File: src/rtl/pll_lock_mon_pkg.sv
// ============================================================================
// Module   : pll_lock_mon_pkg
// Purpose  : Shared state encoding and width constants for the PLL lock monitor.
// Revision : 1.0 - initial release
// ============================================================================
`default_nettype none

package pll_lock_mon_pkg;

    typedef enum logic [2:0] {
        RESET_PLL = 3'd0,
        WAIT_LOCK = 3'd1,
        STABLE    = 3'd2,
        LOCKED    = 3'd3,
        FAIL      = 3'd4
    } state_t;

    // Counter sized for the default LOCK_TIMEOUT (4096) plus one bit of headroom.
    localparam int c_CNT_W   = $clog2(4096) + 1;
    localparam int c_RETRY_W = 4;

    function automatic int max_int(input int a, input int b);
        return (a > b) ? a : b;
    endfunction

endpackage

`default_nettype wire

File: src/rtl/pll_lock_mon_sync2.sv
// ============================================================================
// Module   : sync2
// Purpose  : Two-flop synchronizer bringing the raw PLL lock into clk domain.
// Revision : 1.0 - initial release
// ============================================================================
`default_nettype none

module sync2 (
    input  logic clk,
    input  logic rst,
    input  logic i_d,
    output logic o_q
);

    logic r_meta;
    logic r_sync;

    always_ff @(posedge clk or posedge rst) begin
        if (rst) begin
            r_meta <= 1'b0;
            r_sync <= 1'b0;
        end else begin
            r_meta <= i_d;
            r_sync <= r_meta;
        end
    end

    assign o_q = r_sync;

endmodule

`default_nettype wire

File: src/rtl/pll_lock_mon.sv
// ============================================================================
// Module   : pll_lock_mon
// Purpose  : PLL reset sequencer with lock qualification, drop filter and retry.
// Revision : 1.0 - initial release
// ============================================================================
`default_nettype none

module pll_lock_mon
    import pll_lock_mon_pkg::*;
#(
    parameter int CLK_PERIOD    = 20,
    parameter int RST_CYCLES    = 16,
    parameter int LOCK_TIMEOUT  = 4096,
    parameter int STABLE_CYCLES = 256,
    parameter int DROP_CYCLES   = 4,
    parameter int MAX_RETRY     = 7
) (
    input  logic                 init_clk,
    input  logic                 i_rst,
    input  logic                 pll_lock,
    input  logic                 i_rearm,
    output logic                 pll_rst,
    output logic                 o_lock,
    output logic                 sys_rst,
    output logic [c_RETRY_W-1:0] retry_cnt,
    output logic                 fail
);

    localparam int c_MAX_CYC = max_int(max_int(RST_CYCLES, LOCK_TIMEOUT), STABLE_CYCLES);
    localparam int CW        = max_int(c_CNT_W, $clog2(c_MAX_CYC + 1));
    localparam int DW        = max_int(3, $clog2(DROP_CYCLES + 1));

    localparam logic [CW-1:0]        c_RST_LAST  = CW'(RST_CYCLES - 1);
    localparam logic [CW-1:0]        c_TO_LAST   = CW'(LOCK_TIMEOUT - 1);
    localparam logic [CW-1:0]        c_STB_LAST  = CW'(STABLE_CYCLES - 1);
    localparam logic [DW-1:0]        c_DROP_LAST = DW'(DROP_CYCLES - 1);
    localparam logic [c_RETRY_W-1:0] c_MAX_RTY   = c_RETRY_W'(MAX_RETRY);

    if ((CLK_PERIOD < 1) || (MAX_RETRY < 1) || (MAX_RETRY > 15)) begin : g_param_check
        $error("pll_lock_mon: CLK_PERIOD must be >= 1 and MAX_RETRY within 1..15");
    end

    logic                 w_lock_s;
    state_t               r_state;
    state_t               w_nxt_state;
    logic [CW-1:0]        r_cnt;
    logic [CW-1:0]        w_nxt_cnt;
    logic [DW-1:0]        r_drop;
    logic [DW-1:0]        w_nxt_drop;
    logic [c_RETRY_W-1:0] r_retry;
    logic [c_RETRY_W-1:0] w_nxt_retry;
    logic [c_RETRY_W-1:0] w_retry_inc;
    logic                 r_pll_rst;
    logic                 r_lock;
    logic                 r_sys_rst;
    logic                 r_fail;

    sync2 u_sync2 (
        .clk (init_clk),
        .rst (i_rst),
        .i_d (pll_lock),
        .o_q (w_lock_s)
    );

    assign w_retry_inc = (r_retry == {c_RETRY_W{1'b1}}) ? r_retry : r_retry + 1'b1;

    always_comb begin
        w_nxt_state = r_state;
        w_nxt_cnt   = r_cnt;
        w_nxt_drop  = r_drop;
        w_nxt_retry = r_retry;
        if (i_rearm) begin
            w_nxt_state = RESET_PLL;
            w_nxt_cnt   = '0;
            w_nxt_drop  = '0;
            w_nxt_retry = '0;
        end else begin
            case (r_state)
                RESET_PLL: begin
                    if (r_cnt == c_RST_LAST) begin
                        w_nxt_state = WAIT_LOCK;
                        w_nxt_cnt   = '0;
                    end else begin
                        w_nxt_cnt = r_cnt + 1'b1;
                    end
                end
                WAIT_LOCK: begin
                    // Lock is checked first so a coincident timeout is not counted.
                    if (w_lock_s) begin
                        w_nxt_state = STABLE;
                        w_nxt_cnt   = '0;
                    end else if (r_cnt == c_TO_LAST) begin
                        w_nxt_retry = w_retry_inc;
                        w_nxt_state = (w_retry_inc == c_MAX_RTY) ? FAIL : RESET_PLL;
                        w_nxt_cnt   = '0;
                    end else begin
                        w_nxt_cnt = r_cnt + 1'b1;
                    end
                end
                STABLE: begin
                    if (!w_lock_s) begin
                        w_nxt_state = WAIT_LOCK;
                        w_nxt_cnt   = '0;
                    end else if (r_cnt == c_STB_LAST) begin
                        w_nxt_state = LOCKED;
                        w_nxt_cnt   = '0;
                        w_nxt_drop  = '0;
                        w_nxt_retry = '0;
                    end else begin
                        w_nxt_cnt = r_cnt + 1'b1;
                    end
                end
                LOCKED: begin
                    if (w_lock_s) begin
                        w_nxt_drop = '0;
                    end else if (r_drop == c_DROP_LAST) begin
                        w_nxt_state = RESET_PLL;
                        w_nxt_cnt   = '0;
                        w_nxt_drop  = '0;
                    end else begin
                        w_nxt_drop = r_drop + 1'b1;
                    end
                end
                FAIL: begin
                    w_nxt_state = FAIL;
                end
                default: begin
                    w_nxt_state = RESET_PLL;
                    w_nxt_cnt   = '0;
                    w_nxt_drop  = '0;
                end
            endcase
        end
    end

    always_ff @(posedge init_clk or posedge i_rst) begin
        if (i_rst) begin
            r_state <= RESET_PLL;
            r_cnt   <= '0;
            r_drop  <= '0;
            r_retry <= '0;
        end else begin
            r_state <= w_nxt_state;
            r_cnt   <= w_nxt_cnt;
            r_drop  <= w_nxt_drop;
            r_retry <= w_nxt_retry;
        end
    end

    // Outputs are decoded from the next state so they change on the entry edge.
    always_ff @(posedge init_clk or posedge i_rst) begin
        if (i_rst) begin
            r_pll_rst <= 1'b1;
            r_lock    <= 1'b0;
            r_sys_rst <= 1'b1;
            r_fail    <= 1'b0;
        end else begin
            r_pll_rst <= (w_nxt_state == RESET_PLL) || (w_nxt_state == FAIL);
            r_lock    <= (w_nxt_state == LOCKED);
            r_sys_rst <= (w_nxt_state != LOCKED);
            r_fail    <= (w_nxt_state == FAIL);
        end
    end

    assign pll_rst   = r_pll_rst;
    assign o_lock    = r_lock;
    assign sys_rst   = r_sys_rst;
    assign retry_cnt = r_retry;
    assign fail      = r_fail;

endmodule

`default_nettype wire

File: config.mk
export PLATFORM = sky130hd
export DESIGN_NAME = pll_lock_mon
export DESIGN_NICKNAME = d
export VERILOG_FILES = /design/src/rtl/pll_lock_mon_pkg.sv /design/src/rtl/pll_lock_mon_sync2.sv /design/src/rtl/pll_lock_mon.sv
export SDC_FILE = /design/constraint.sdc
export NUM_CORES = 1
export LEC_CHECK = 0
export ABC_AREA = 1
export CORE_ASPECT_RATIO = 1.2
export CORE_MARGIN = 8
export CORE_UTILIZATION = 50
export CTS_CLUSTER_SIZE = 24
export DETAILED_ROUTE_END_ITERATION = 16
export PLACE_DENSITY = 0.82
export SLEW_MARGIN = 20
export SYNTH_ARGS = -nofsm -noshare
export SYNTH_HDL_FRONTEND = slang
export SYNTH_SLANG_ARGS = --single-unit
File: constraint.sdc
create_clock -name init_clk -period 1.4 [get_ports init_clk]
set_input_delay 0.28 -clock init_clk [delete_from_list [all_inputs] [get_ports init_clk]]
set_output_delay 0.28 -clock init_clk [all_outputs]
set_load 0.02 [all_outputs]
==> results.md, run 1 <==
- Most common cell after layout, fill and taps aside: nand2_1
- Final ANT Viol Nets: 0
- Setup crit start kind: register
- Core box area: 3055 sq um
- WL final: 4481 um
- Post-DP HPWL: 2685 um
- Max_slew headroom: 78.95%
- Reg2Reg Depth: 9
- P per Cell Area: 646.1 nW/um^2
- # fillers: 188
- Fin. Hold Viols: 0
- Max frequency: 592.7 MHz
- Setup-failing EPs final: 26
- Hold WC Path Type: in2async
- Post-CTS Hold Fix Bufs: 0
- Setup_tns: -4.041 ns
- Worst clock skew: between 0.005 and 0.006 ns
- First-pass GRT wire length: 6831 um
- Die X: between 60 and 70 um
- Most frequent cells in the layout: nand2_1, buf_4, inv_1, dfrtp_1, nor2_1
- Slew @ Worst Pin: 0.3158 ns
- Die area: 5294 sq um
- TritonCTS clock tree: done
- Mapped Area: 1608 sq um
- Crit Reg-Reg Startpoint: r_state[0]
- Flop2flop setup slack: -0.29 ns
- Sequential share of the synthesized area: 45.29%
- GRT Overall Usage: roughly 16%
- Final Critical Period: 1.687 ns
- Total gr overflow: 0
- Pin count of the biggest net entering global routing: 30
- Worst-Skew Late Latency: 0.33 ns
- Crit path max fanout: 5
- Routed len/inst: 14.23 um
- Ratio of cells with drive above 1 in the final layout: between 30% and 40%
- Die height: a little under 80 um
- Worst Setup Path Type: reg2reg
- CTS Sinks: 29
- Dpl ws: -0.2838 ns
- Antenna diode count: 0
- Area grow syn2layout: 43.27%
- Leakage Power: 1.186 nW
- Crit end category: register
- Post-synth net total: approximately 220
- Vias: 1739
- Clock Pin Slew Worst Setup and Hold Paths: about 0.090 ns
- Worst endpoint required time: 1.62 ns
- TritonCTS Buffers: 5
- Avg Cell Area, Syn: between 7 and 8 sq um
- IO Count: 12
- Failing checks: setup timing
- NumNets Final: around 290
- R2R Path End: r_cnt[9]
- Worst EP arrival: 1.91 ns
- # port buffers: 11
- Initial antenna violation count: 0
- Starting Density: 52.62%
- Worst vdd ir: 0.0006641 V
- Synth Register Bits: 29
- Initial DRC Count: ~110
- Number of distinct library cells after synthesis: 25
- CTS Root Cell: clkbuf_4
- Final instance area: about 2300 sq um
- Max Cap Viol: 0
- Period utilization: 120.5%
- Synth Instances: 215
- Unrepaired setup endpoints after global routing: true
- Critical path endpoint: r_cnt[9]
- H-tree Lvls: 2
- Status: finished with violations
- Vias in the first global route: about 1600
- YS warnings: 0
- Final Wtd Congestion: 0.8964
- Critical path startpoint: r_state[0]
- Dpl cell area: around 2100 sq um
- Vias per cell: around 5.5
- Std-Cell Rows: 22
- Slew Viols, Final: 0
- CTS Buffer Depth: 2
- Setup WS post-layout: -0.2873 ns
- DRT Pass-1 Iters: 5
- DRC violation count after routing: 0
## kinds of logic after synthesis
logic type | after synthesis | share of synthesized area, %
adders and majority gates | 3 | 2.335
DFF | 29 | 45.29
and+or+nand+nor | 125 | 33.23
buffers and inverters | 30 | 7.081
xor gates and xnor gates | 10 | 5.448
AOI/OAI and AO/OA | 18 | 6.615
## how the worst min path moves through the flow
stage                   startpoint              to  slack [ns]  cells past startpoint
floorplan                 pll_lock  u_sync2.r_meta        0.31                      0
global placement    u_sync2.r_meta     u_sync2.o_q        0.35                      0
detailed placement  u_sync2.r_meta     u_sync2.o_q        0.34                      0
CTS                          i_rst       r_cnt[10]        0.29                      3
global route                 i_rst       r_cnt[10]        0.30                      3
finish                       i_rst       r_cnt[10]        0.28                      3
## what timing repair did
item	in CTS	in global routing
setup buffers	4	2
pin swaps	2	5
gates resized for setup	21	34
cloned	1	0
endpoints found under the hold margin	0	0
setup endpoints to repair	34	33
## per-layer routing
metal | global-route usage [%] | wire [um] | vias up
met3 | 4.261 | 229 | 23
met4 | 6.918 | 162 | 0
met1 | 17.70 | 1723 | 831
li1 | - | - | 805
met5 | 0 | 0 | -
met2 | 28.21 | 2366 | 80
## state kept, by name, indices dropped and copies added, names as in the netlist
signal / count
u_sync2.o_q: 1
fail: 1
retry_cnt: 4
u_sync2.r_meta: 1
sys_rst: 1
pll_rst: 1
o_lock: 1
r_cnt: 13
r_drop: 3
r_state: 3
## layout make-up
class                   instances  area, sq um  area share (%)
multi-input cells             157        900.9           39.11
flip-flops and latches         29        734.5           31.88
repair buffers                 58        462.9           20.10
inverters                      28        105.1           4.563
clock buffers                   7        55.05           2.390
well taps                      36        45.04           1.955
## power breakdown
| part | internal, mW | leakage, nW | switching (mW) | total (mW) |
|---|---|---|---|---|
| sequential | 0.847 | 0.383 | 0.00820 | 0.855 |
| combinational | 0.0555 | 0.772 | 0.0636 | 0.119 |
| clock | 0.236 | 0.0314 | 0.278 | 0.514 |
## synthesized netlist by cell type
cell       n  area, sq um
nand4_1    5        31.28
dfrtp_1   27        675.7
or2_0      1        6.260
clkbuf_1   1        3.750
a21oi_4    1        16.27
a21boi_0   1        7.510
nor3_2     1        10.01
o211ai_1   1        7.510
or2_2      1        6.260
xor2_1     8        70.07
dfstp_2    2        52.55
nand2_1   65        244.0
a21oi_1    6        30.03
nor4_1     1        6.260
nor3_1     2        10.01
ha_1       3        37.54
nand3b_1   1        7.510
nand2_2    3        18.77
o21ai_0    9        45.04
inv_1     28        105.1
xnor2_1    2        17.52
nor2_1    29        108.9
nand3_2    1        10.01
buf_2      1        5.000
nand3_1   15        75.07
## worst max-delay path: stages, from the launching register on
cell and delay [ns]:
dfrtp_1 0.45, nand2_1 0.11, nor2_1 0.04, nand2_1 0.08, nand2_1 0.09, buf_4 0.14
a21oi_1 0.27, nand4_1 0.19, nand2_1 0.15, nor2_2 0.05
## per-stage QoR
step	hold WS (ns)	util, %	instances	power [mW]
2_1_floorplan	0.3114	-	215	0.9192
3_3_place_gp	0.3493	69.66	301	0.9684
3_5_place_dp	0.3378	69.66	301	0.9712
4_1_cts	0.2885	73.26	313	1.477
5_1_grt	0.3024	75.39	315	1.540
6_report	0.2831	75.39	315	1.488
No activity file was read; power rests on OpenSTA's default activity.
==> run 2, diff against run 1 <==
--- a/config.mk
+++ b/config.mk
@@ -7,7 +7,6 @@
 export LEC_CHECK = 0
 export ABC_AREA = 1
 export CORE_ASPECT_RATIO = 1.2
-export CORE_MARGIN = 8
 export CORE_UTILIZATION = 50
 export CTS_CLUSTER_SIZE = 24
 export DETAILED_ROUTE_END_ITERATION = 16
==> results.md, run 2 (synthesized netlist as in run 1, its figures left out) <==
- Die height: 64.12 um (-18%)
- CTS Root Cell: clkbuf_4
- Worst vdd ir: 0.0005904 V (-11%)
- Vias in the first global route: 1641 (+1.1%)
- DRT Pass-1 Iters: 4 (-1)
- Core box area: 3055 sq um (unchanged)
- CTS Sinks: 29 (unchanged)
- Starting Density: 52.62% (unchanged)
- Routed len/inst: 14.04 um (-1.3%)
- Crit end category: register
- Max frequency: 619.1 MHz (+4.5%)
- Die X: 53.77 um (-21%)
- Switch Pwr: 0.3645 mW (+4.3%)
- Total power: 1.470 mW (-1.2%)
- H-tree Lvls: 2 (unchanged)
- Worst-Skew Late Latency: 0.34 ns (about the same)
- Sw frac: 24.80% (+1.3 points)
- Largest stage delay on the critical path: 0.40 ns (-0.05 ns)
- Final Critical Period: 1.615 ns (-0.07211 ns)
- Initial antenna violation count: 0 (unchanged)
- First-pass GRT wire length: 6982 um (+2.2%)
- Period utilization: 115.4% (-5.2 points)
- Worst Setup Path Type: reg2reg
- Crit path max fanout: 10 (+5)
- TritonCTS clock tree: done
- Status: finished with violations
- Combinational power share: 8.3% (+0.3 points)
- TritonCTS Buffers: 5 (unchanged)
- Slew @ Worst Pin: 0.3840 ns (+0.06816 ns)
- Unrepaired setup endpoints after global routing: true
- Ratio of cells with drive above 1 in the final layout: 35.66% (+0.18 points)
- Worst path slowest cell: dfrtp_1
- Post-DP HPWL: 2767 um (+3.1%)
- Initial DRC Count: 108 (unchanged)
- IO Count: 12 (unchanged)
- Total gr overflow: 0 (unchanged)
- NumNets Final: 292 (+2.1%)
- Int Pwr: 1.105 mW (-2.9%)
- Max reg flops: 13 (unchanged)
- Failing checks: setup timing
- # port buffers: 11 (unchanged)
- Worst EP arrival: 1.83 ns (-0.08 ns)
- Placed cell count: 303 (+0.66%)
- Most common cell after layout, fill and taps aside: nand2_1
- Worst endpoint required time: 1.62 ns (about the same)
- Pin count of the biggest net entering global routing: 15 (-50%)
- Vias: 1717 (-1.3%)
- Fin. Hold Viols: 0 (unchanged)
- Setup-failing EPs final: 24 (-7.7%)
- P per Cell Area: 623.6 nW/um^2 (-3.5%)
- GRT Overall Usage: 28.21% (+12 points)
- Post-route insts no fill: 322 (+2.2%)
- Leakage Power: 1.228 nW (+3.5%)
- Slew Viols, Final: 0 (unchanged)
- Hold WC Path Type: in2async
- Max Cap Viol: 0 (unchanged)
- Max_slew headroom: 74.37% (-4.6 points)
- Vias per cell: 5.332 (-3.4%)
- Crit path cell chain: ha_4 > nand3_4 > nor2_2 > nand2_1 > nand2_1 > nand3_4 > a21oi_4 > buf_12 > nor2_1
- Area grow syn2layout: 46.61%
- Clock Pin Slew Worst Setup and Hold Paths: 0.10 ns (about the same)
- Reg power frac: 58.2% (+0.7 points)
- Std-Cell Rows: 22 (unchanged)
- WL final: 4520 um (+0.87%)
- CTS Buffer Depth: 2 (unchanged)
- Clk pwr share: 33.5% (-1.0 points)
- Antenna diode count: 0 (unchanged)
- Setup crit start kind: register
- Worst hold slack: 0.2076 ns (-0.07551 ns)
- Worst clock skew: 0.02010 ns (+0.01488 ns)
- Top reg by flops: r_cnt
- Die area: 3447 sq um (-35%)
- DRC violation count after routing: 0 (unchanged)
- Most frequent cells in the layout: nand2_1, buf_4, nor2_1, dfrtp_1, inv_1
- Final Wtd Congestion: 0.8866 (-1.1%)
- Setup WS post-layout: -0.2152 ns (+0.07211 ns)
- Final ANT Viol Nets: 0 (unchanged)
## run 2: cell type report
class / count / area (sq um)
sequential: 29 / 733.2
timing repair buffer: 65 / 541.8
tap: 36 / 45.04
fill: 207 / 698.2
multi-input combinational: 156 / 883.3
inverter: 28 / 105.1
clock buffer: 8 / 48.80
## run 2: worst paths after layout
kind,startpoint,endpoint,slack [ns],depth (start not counted)
max reg2reg,r_cnt[1],r_cnt[5],-0.22,9
max in group asynchronous,i_rst,sys_rst,0.68,3
min reg2reg,u_sync2.r_meta,u_sync2.o_q,0.37,0
min,i_rst,r_cnt[9],0.21,2
max,r_cnt[1],r_cnt[5],-0.22,9
min in group init_clk,u_sync2.r_meta,u_sync2.o_q,0.37,0
## run 2: per-layer routing
metal	vias to the layer above	track usage, %	share of wire, %
li1	816	-	-
met2	69	48.30	54
met3	18	5.714	4.0
met4	0	11.84	3.6
met1	814	32.76	39
met5	-	0	0
## run 2: power by group through the flow
stage                     logic [mW]  registers, mW  clock network [mW]
final                          0.121          0.856               0.493
after global routing           0.133          0.857               0.536
after CTS                      0.115          0.855               0.491
after detailed placement       0.104          0.872                   0
after global placement         0.102          0.871                   0
after floorplan               0.0454          0.874                   0
## run 2: timing repair
| item | CTS | global route |
|---|---|---|
| pin swaps | 4 | 4 |
| setup endpoints to repair | 33 | 31 |
| hold buffers | 0 | 0 |
| resized for setup | 32 | 21 |
| gates cloned | 0 | 0 |
| buffers inserted | 7 | 4 |
## run 2: worst max-delay path, delay by kind of cell (launching register included)
family,cells,cell delay [ns]
AOI/OAI and AO/OA,1,0.15
adders and majority gates,1,0.17
buffers and inverters,1,0.14
DFF,1,0.40
and+or+nand+nor,6,0.65
## run 2: metrics by stage
step	instance area, sq um	worst slack [ns]	setup TNS [ns]	utilization, %
after floorplan	1662	-0.1082	-1.082	-
after global placement	2156	-0.2331	-3.483	70.56
after detailed placement	2156	-0.2958	-4.311	70.56
after CTS	2305	-0.1514	-2.171	75.43
after global routing	2357	-0.2804	-5.469	77.15
final	2357	-0.2152	-3.681	77.15
